==> config.mk <==
export PLATFORM = sky130hd
export DESIGN_NAME = fft_frame_packer
export DESIGN_NICKNAME = d
export VERILOG_FILES = /design/src/rtl/fft_frame_packer.sv
export SDC_FILE = /design/constraint.sdc
export NUM_CORES = 1
export LEC_CHECK = 0
export CORE_ASPECT_RATIO = 1.25
export CORE_MARGIN = 4
export CORE_UTILIZATION = 25
export DETAILED_ROUTE_END_ITERATION = 10
export DONT_BUFFER_PORTS = 1
export PLACE_DENSITY = 0.46
export SLEW_MARGIN = 20
export SYNTH_ARGS = -nofsm -noshare
export SYNTH_HDL_FRONTEND = slang
export SYNTH_SLANG_ARGS = --single-unit
==> constraint.sdc <==
create_clock -name clk -period 3.1 [get_ports clk]
set_clock_uncertainty 0.2 [all_clocks]
set_input_delay 0.62 -clock clk [delete_from_list [all_inputs] [get_ports clk]]
set_output_delay 0.62 -clock clk [all_outputs]
set_load 0.1 [all_outputs]
==> src/rtl/fft_frame_packer.sv <==
// ---------------------------------------------------------------------------
// fft_frame_packer
//
// Serial-to-parallel input stage for the 8-point FFT core. Signed samples
// arrive one per beat. Each group of eight consecutive samples is gathered
// into one frame. The frame is presented as eight parallel words, m_x0..m_x7,
// with m_x0 the oldest sample. Back-to-back frames stream at one sample per
// cycle with no bubbles, as long as the FFT core keeps accepting.
//
// Optional feature (macro FRAME_SYNC_EN):
//   When defined, this adds the s_last input and the frame_err output.
//   - s_last on a sample before the 8th closes the frame early. The
//     remaining slots are zero-filled and frame_err pulses.
//   - A missing s_last on the 8th sample also pulses frame_err.
//   When undefined, framing is purely by count of eight.
//
// Parameters:
//   DATA_W    sample width (signed two's complement), matches FFT input width
//   CNT_W     width of the emitted-frame counter
//
// Ports:
//   clk        clock, rising edge
//   reset_n    asynchronous active-low reset
//   s_valid    input sample valid
//   s_ready    packer can accept a sample this cycle
//   s_data     signed input sample
//   s_last     end-of-frame marker (FRAME_SYNC_EN only)
//   m_valid    frame valid toward the FFT core
//   m_ready    FFT core accepts the frame
//   m_x0..m_x7 frame samples, m_x0 oldest
//   frame_cnt  frames transferred on the m side, wraps
//   frame_err  one-cycle framing error pulse (FRAME_SYNC_EN only)
//   dbg_idx    current fill index (write slot of the next sample)
//
// Handshake rule (both sides):
//   A beat transfers on the rising edge where valid && ready are both high.
//   A producer holding valid keeps its data stable until that edge.
//   s_ready never depends on s_valid. It is a function only of m_ready,
//   registered state and, with FRAME_SYNC_EN, the s_last qualifier.
// ---------------------------------------------------------------------------
module fft_frame_packer #(
  parameter int DATA_W = 8,
  parameter int CNT_W  = 16
) (
  input  logic                     clk,
  input  logic                     reset_n,
  input  logic                     s_valid,
  output logic                     s_ready,
  input  logic signed [DATA_W-1:0] s_data,
`ifdef FRAME_SYNC_EN
  input  logic                     s_last,
`endif
  output logic                     m_valid,
  input  logic                     m_ready,
  output logic signed [DATA_W-1:0] m_x0,
  output logic signed [DATA_W-1:0] m_x1,
  output logic signed [DATA_W-1:0] m_x2,
  output logic signed [DATA_W-1:0] m_x3,
  output logic signed [DATA_W-1:0] m_x4,
  output logic signed [DATA_W-1:0] m_x5,
  output logic signed [DATA_W-1:0] m_x6,
  output logic signed [DATA_W-1:0] m_x7,
  output logic [CNT_W-1:0]         frame_cnt,
`ifdef FRAME_SYNC_EN
  output logic                     frame_err,
`endif
  output logic [2:0]               dbg_idx
);

  localparam logic [2:0] IDX_LAST = 3'd7;

  logic [2:0]               idx;
  logic signed [DATA_W-1:0] fill   [0:6];
  logic signed [DATA_W-1:0] out_x  [0:7];
  logic signed [DATA_W-1:0] next_x [0:7];

  logic last_in;
  logic at_end;
  logic closes;
  logic accept;
  logic load;
  logic drain;

`ifdef FRAME_SYNC_EN
  assign last_in = s_last;
`else
  assign last_in = 1'b0;
`endif

  assign at_end = (idx == IDX_LAST);

  // A sample that closes a frame needs room in the output register.
  // The register is free when it is empty or is draining on this same edge.
  assign closes  = at_end || last_in;
  assign s_ready = !closes || !m_valid || m_ready;

  assign accept = s_valid && s_ready;
  assign load   = accept && closes;
  assign drain  = m_valid && m_ready;

  // Assemble the frame loaded on a closing beat:
  //   - slots below idx come from the fill buffer,
  //   - slot idx takes the incoming sample,
  //   - slots above idx are zero (early close only).
  always_comb begin
    for (int k = 0; k < 7; k++) begin
      if (3'(k) < idx) begin
        next_x[k] = fill[k];
      end else if (3'(k) == idx) begin
        next_x[k] = s_data;
      end else begin
        next_x[k] = '0;
      end
    end
    next_x[7] = at_end ? s_data : '0;
  end

  // Fill index: the next free slot, returning to 0 whenever a frame closes.
  always_ff @(posedge clk or negedge reset_n) begin
    if (!reset_n) begin
      idx <= '0;
    end else if (load) begin
      idx <= '0;
    end else if (accept) begin
      idx <= idx + 3'd1;
    end
  end

  // Fill buffer. A closing beat bypasses the buffer straight into the
  // output register, so only non-closing beats are written here.
  always_ff @(posedge clk or negedge reset_n) begin
    if (!reset_n) begin
      for (int k = 0; k < 7; k++) begin
        fill[k] <= '0;
      end
    end else if (accept && !load) begin
      fill[idx] <= s_data;
    end
  end

  // Output register. A load takes priority over a drain on the same edge,
  // so m_valid stays high carrying the new frame with no bubble.
  always_ff @(posedge clk or negedge reset_n) begin
    if (!reset_n) begin
      m_valid <= 1'b0;
      for (int k = 0; k < 8; k++) begin
        out_x[k] <= '0;
      end
    end else if (load) begin
      m_valid <= 1'b1;
      for (int k = 0; k < 8; k++) begin
        out_x[k] <= next_x[k];
      end
    end else if (drain) begin
      m_valid <= 1'b0;
    end
  end

  // Frame counter: counts m-side transfers and wraps naturally.
  always_ff @(posedge clk or negedge reset_n) begin
    if (!reset_n) begin
      frame_cnt <= '0;
    end else if (drain) begin
      frame_cnt <= frame_cnt + CNT_W'(1);
    end
  end

`ifdef FRAME_SYNC_EN
  // A framing error occurs when the close reason and the count disagree:
  //   - s_last arrives before slot 7, or
  //   - slot 7 arrives without s_last.
  always_ff @(posedge clk or negedge reset_n) begin
    if (!reset_n) begin
      frame_err <= 1'b0;
    end else begin
      frame_err <= load && (at_end ^ last_in);
    end
  end
`endif

  assign m_x0    = out_x[0];
  assign m_x1    = out_x[1];
  assign m_x2    = out_x[2];
  assign m_x3    = out_x[3];
  assign m_x4    = out_x[4];
  assign m_x5    = out_x[5];
  assign m_x6    = out_x[6];
  assign m_x7    = out_x[7];
  assign dbg_idx = idx;

endmodule

==> results.tsv <==
stage	metric	value	unit
finish	Ant. Diodes	0	
synth	async set or reset register ratio after synthesis	100	%
synth	Mapped Cells	539	
floorplanning	Die W	147	um
setup_path	crit path DAT	1.82	ns
routing	initial DRC count	297	
worst_hold_path	Min-Delay Path Class	primary input to async pin	
synth	Synth Net Count	556	
placed_design	DP HPWL	11.2	mm
clocking	worst-case clock buffer depth	2	
setup_path	critical path type	register to output port	
routing	final wirelength	16.3	mm
timing	Slew Limit Fails	0	
grt	initial antenna violation count	0	
synth	FF+latch count, synth	140	
status	status	complete, but fails checks	
finish	fill count	2469	
floorplanning	Rows	63	
finish	most common cell after layout, fill and taps aside	dfrtp_1	
grt	grt ovf	0	
status	violated checks	negative hold slack	
setup_path	WP data required	2.28	ns
routing	DR pass1 iterations	7	
finish	Multi-input gate area	0.00238	mm2
finish	Area Overhead vs Synth	17.9	%
timing	setup TNS	0	ns
timing	Slew @ Worst Pin	1.09	ns
placed_design	number of port buffers	0	
grt	first-pass GRT wire length	25.6	mm
clocking	Worst-path clk slew	0.06	ns
synth	ys flop type	dfrtp_1	
finish	share of layout cells above drive strength 1	23.3	%
grt	largest net degree at the start of global routing	141	
floorplanning	I/O Pins	97	
routing	Detail Route Antenna Nets	0	
floorplanning	initial core utilization	25.5	%
clocking	Sink Count	140	
placed_design	GP Congestion	0.741	
routing	Vias/cell	4.73	
synth	Avg Cell Area, Syn	11.3	um2
timing	final hold violations	140	
routing	Routed wire per std cell	18.6	um
synth	Synthesis Warnings	0	
clocking	# Post-CTS Setup Buffers	0	
timing	Slew headroom	27.0	%
timing	fmax	0.379	GHz
floorplanning	core area	0.0238	mm2
finish	fin cells	878	
finish	storage element area	0.00351	mm2
timing	RSZ-0062 raised after global routing	false	
timing	period utilization	85.0	%
clocking	cts bufs inserted	17	
clocking	clock root cell	clkbuf_16	
routing	DRC	0	
floorplanning	height of the die	182	um
synth	Cell Area, Synth	0.00607	mm2
clocking	maximum level of the CTS H-tree	4	
setup_path	Startpoint Class	register	
job	Max-cap violations	0	
floorplanning	die area	0.0268	mm2
timing	minimum clock period	2.64	ns
clocking	clock latency on the worst-skew pair	0.42	ns
finish	fin nets	557	
synth	Seq/Total Area, Yosys	57.7	%
setup_path	Crit. End Element	output port	
setup_path	crit-path max FO	9	
synth	Unique masters post-synth	40	
placed_design	Inst Count DP	846	
finish	commonest non-fill, non-tap cells in the layout	137 x dfrtp_1, 67 x nor2_1, 58 x mux2_2	
timing	final setup violation count	0	
grt	All-Layer GR Usage	12.5	%
clocking	Resized cells post-CTS	0	
routing	via count	4151	
setup_path	R2R Setup Slk	0.64	ns
clocking	CTS tree	yes	
synth	EDFF count, synth	0	
timing	WHS	-0.304	ns
grt	vias in the first global route	4349	
metrics by stage:
step                setup WS (ns)  hold slack [ns]  util, %  cell area, um2
global route                0.388           -0.333     30.1            7150
floorplan                  0.0140            0.124        -            6070
detailed placement          0.635            0.130     27.3            6490
global placement            0.679            0.130     27.3            6490
finish                      0.464           -0.304     30.1            7150
CTS                         0.437           -0.331     30.1            7150
flip-flops by register name (all words and copies together) (netlist names):
signal	count
fill	56
m_x3	8
m_x5	8
m_x7	8
m_x4	8
frame_cnt	16
m_x2	8
m_x0	8
dbg_idx	3
m_valid	1
m_x1	8
m_x6	8
layout make-up:
cell class | count | area share, %
Clock inverter | 15 | 3.31
Timing Repair Buffer | 22 | 2.66
Clock buffer | 17 | 5.95
Inverter | 3 | 0.157
Sequential cell | 140 | 49.0
Tap cell | 325 | 5.68
Multi-Input combinational cell | 356 | 33.2
cell usage after synthesis (all sizes together), types with 9 or more instances:
cell / instances / area (um2)
a221oi: 24 / 210
xnor2: 10 / 87.6
nor2b: 10 / 62.6
a21oi: 9 / 45.0
o21ai: 24 / 120
and3: 12 / 75.1
nand4: 11 / 68.8
nand3: 24 / 133
nand2: 51 / 204
mux2: 58 / 653
buf: 20 / 106
a31oi: 24 / 150
clkbuf: 20 / 75.1
dfrtp: 140 / 3500
nor2: 69 / 274
metal layers:
metal,routed length (um),share of wire (%),GRT usage [%],up-vias
li1,-,-,-,1906
met1,6110,37,13.4,2102
met2,8500,52,21.6,120
met3,1310,8.0,5.12,23
met4,381,2.3,5.37,0
met5,0,0,0,-
final timing paths:
kind                                 start           end  cells after the start
worst max-delay path            dbg_idx[1]       s_ready                      4
worst min-delay path               reset_n  frame_cnt[6]                      0
worst max register to register  dbg_idx[1]      fill[55]                      6
worst min register to register    fill[53]      fill[53]                      1
max in group asynchronous          reset_n    dbg_idx[0]                      0
min in group clk                 s_data[2]       m_x7[2]                      2
logic make-up (layout without fill, tap and decap cells):
family,after synthesis,after routing,share of synthesized area (%)
AND/OR/NAND/NOR,194,194,16.1
flip-flops,140,140,57.7
AO/OA/AOI/OAI,84,84,9.05
multiplexers,58,58,10.8
buffers and inverters,43,57,3.18
XOR/XNOR,15,15,2.17
adder cells (fa/ha/maj),5,5,1.03
worst max-delay path: stages, from the launching register on:
cell and delay, ns:
dfrtp_2 0.49, ha_1 0.22, ha_1 0.23, nand3b_1 0.13, buf_4 0.31
Power is not shown: default switching activity piles up to over one toggle a cycle in this logic, so the estimate is an artifact.
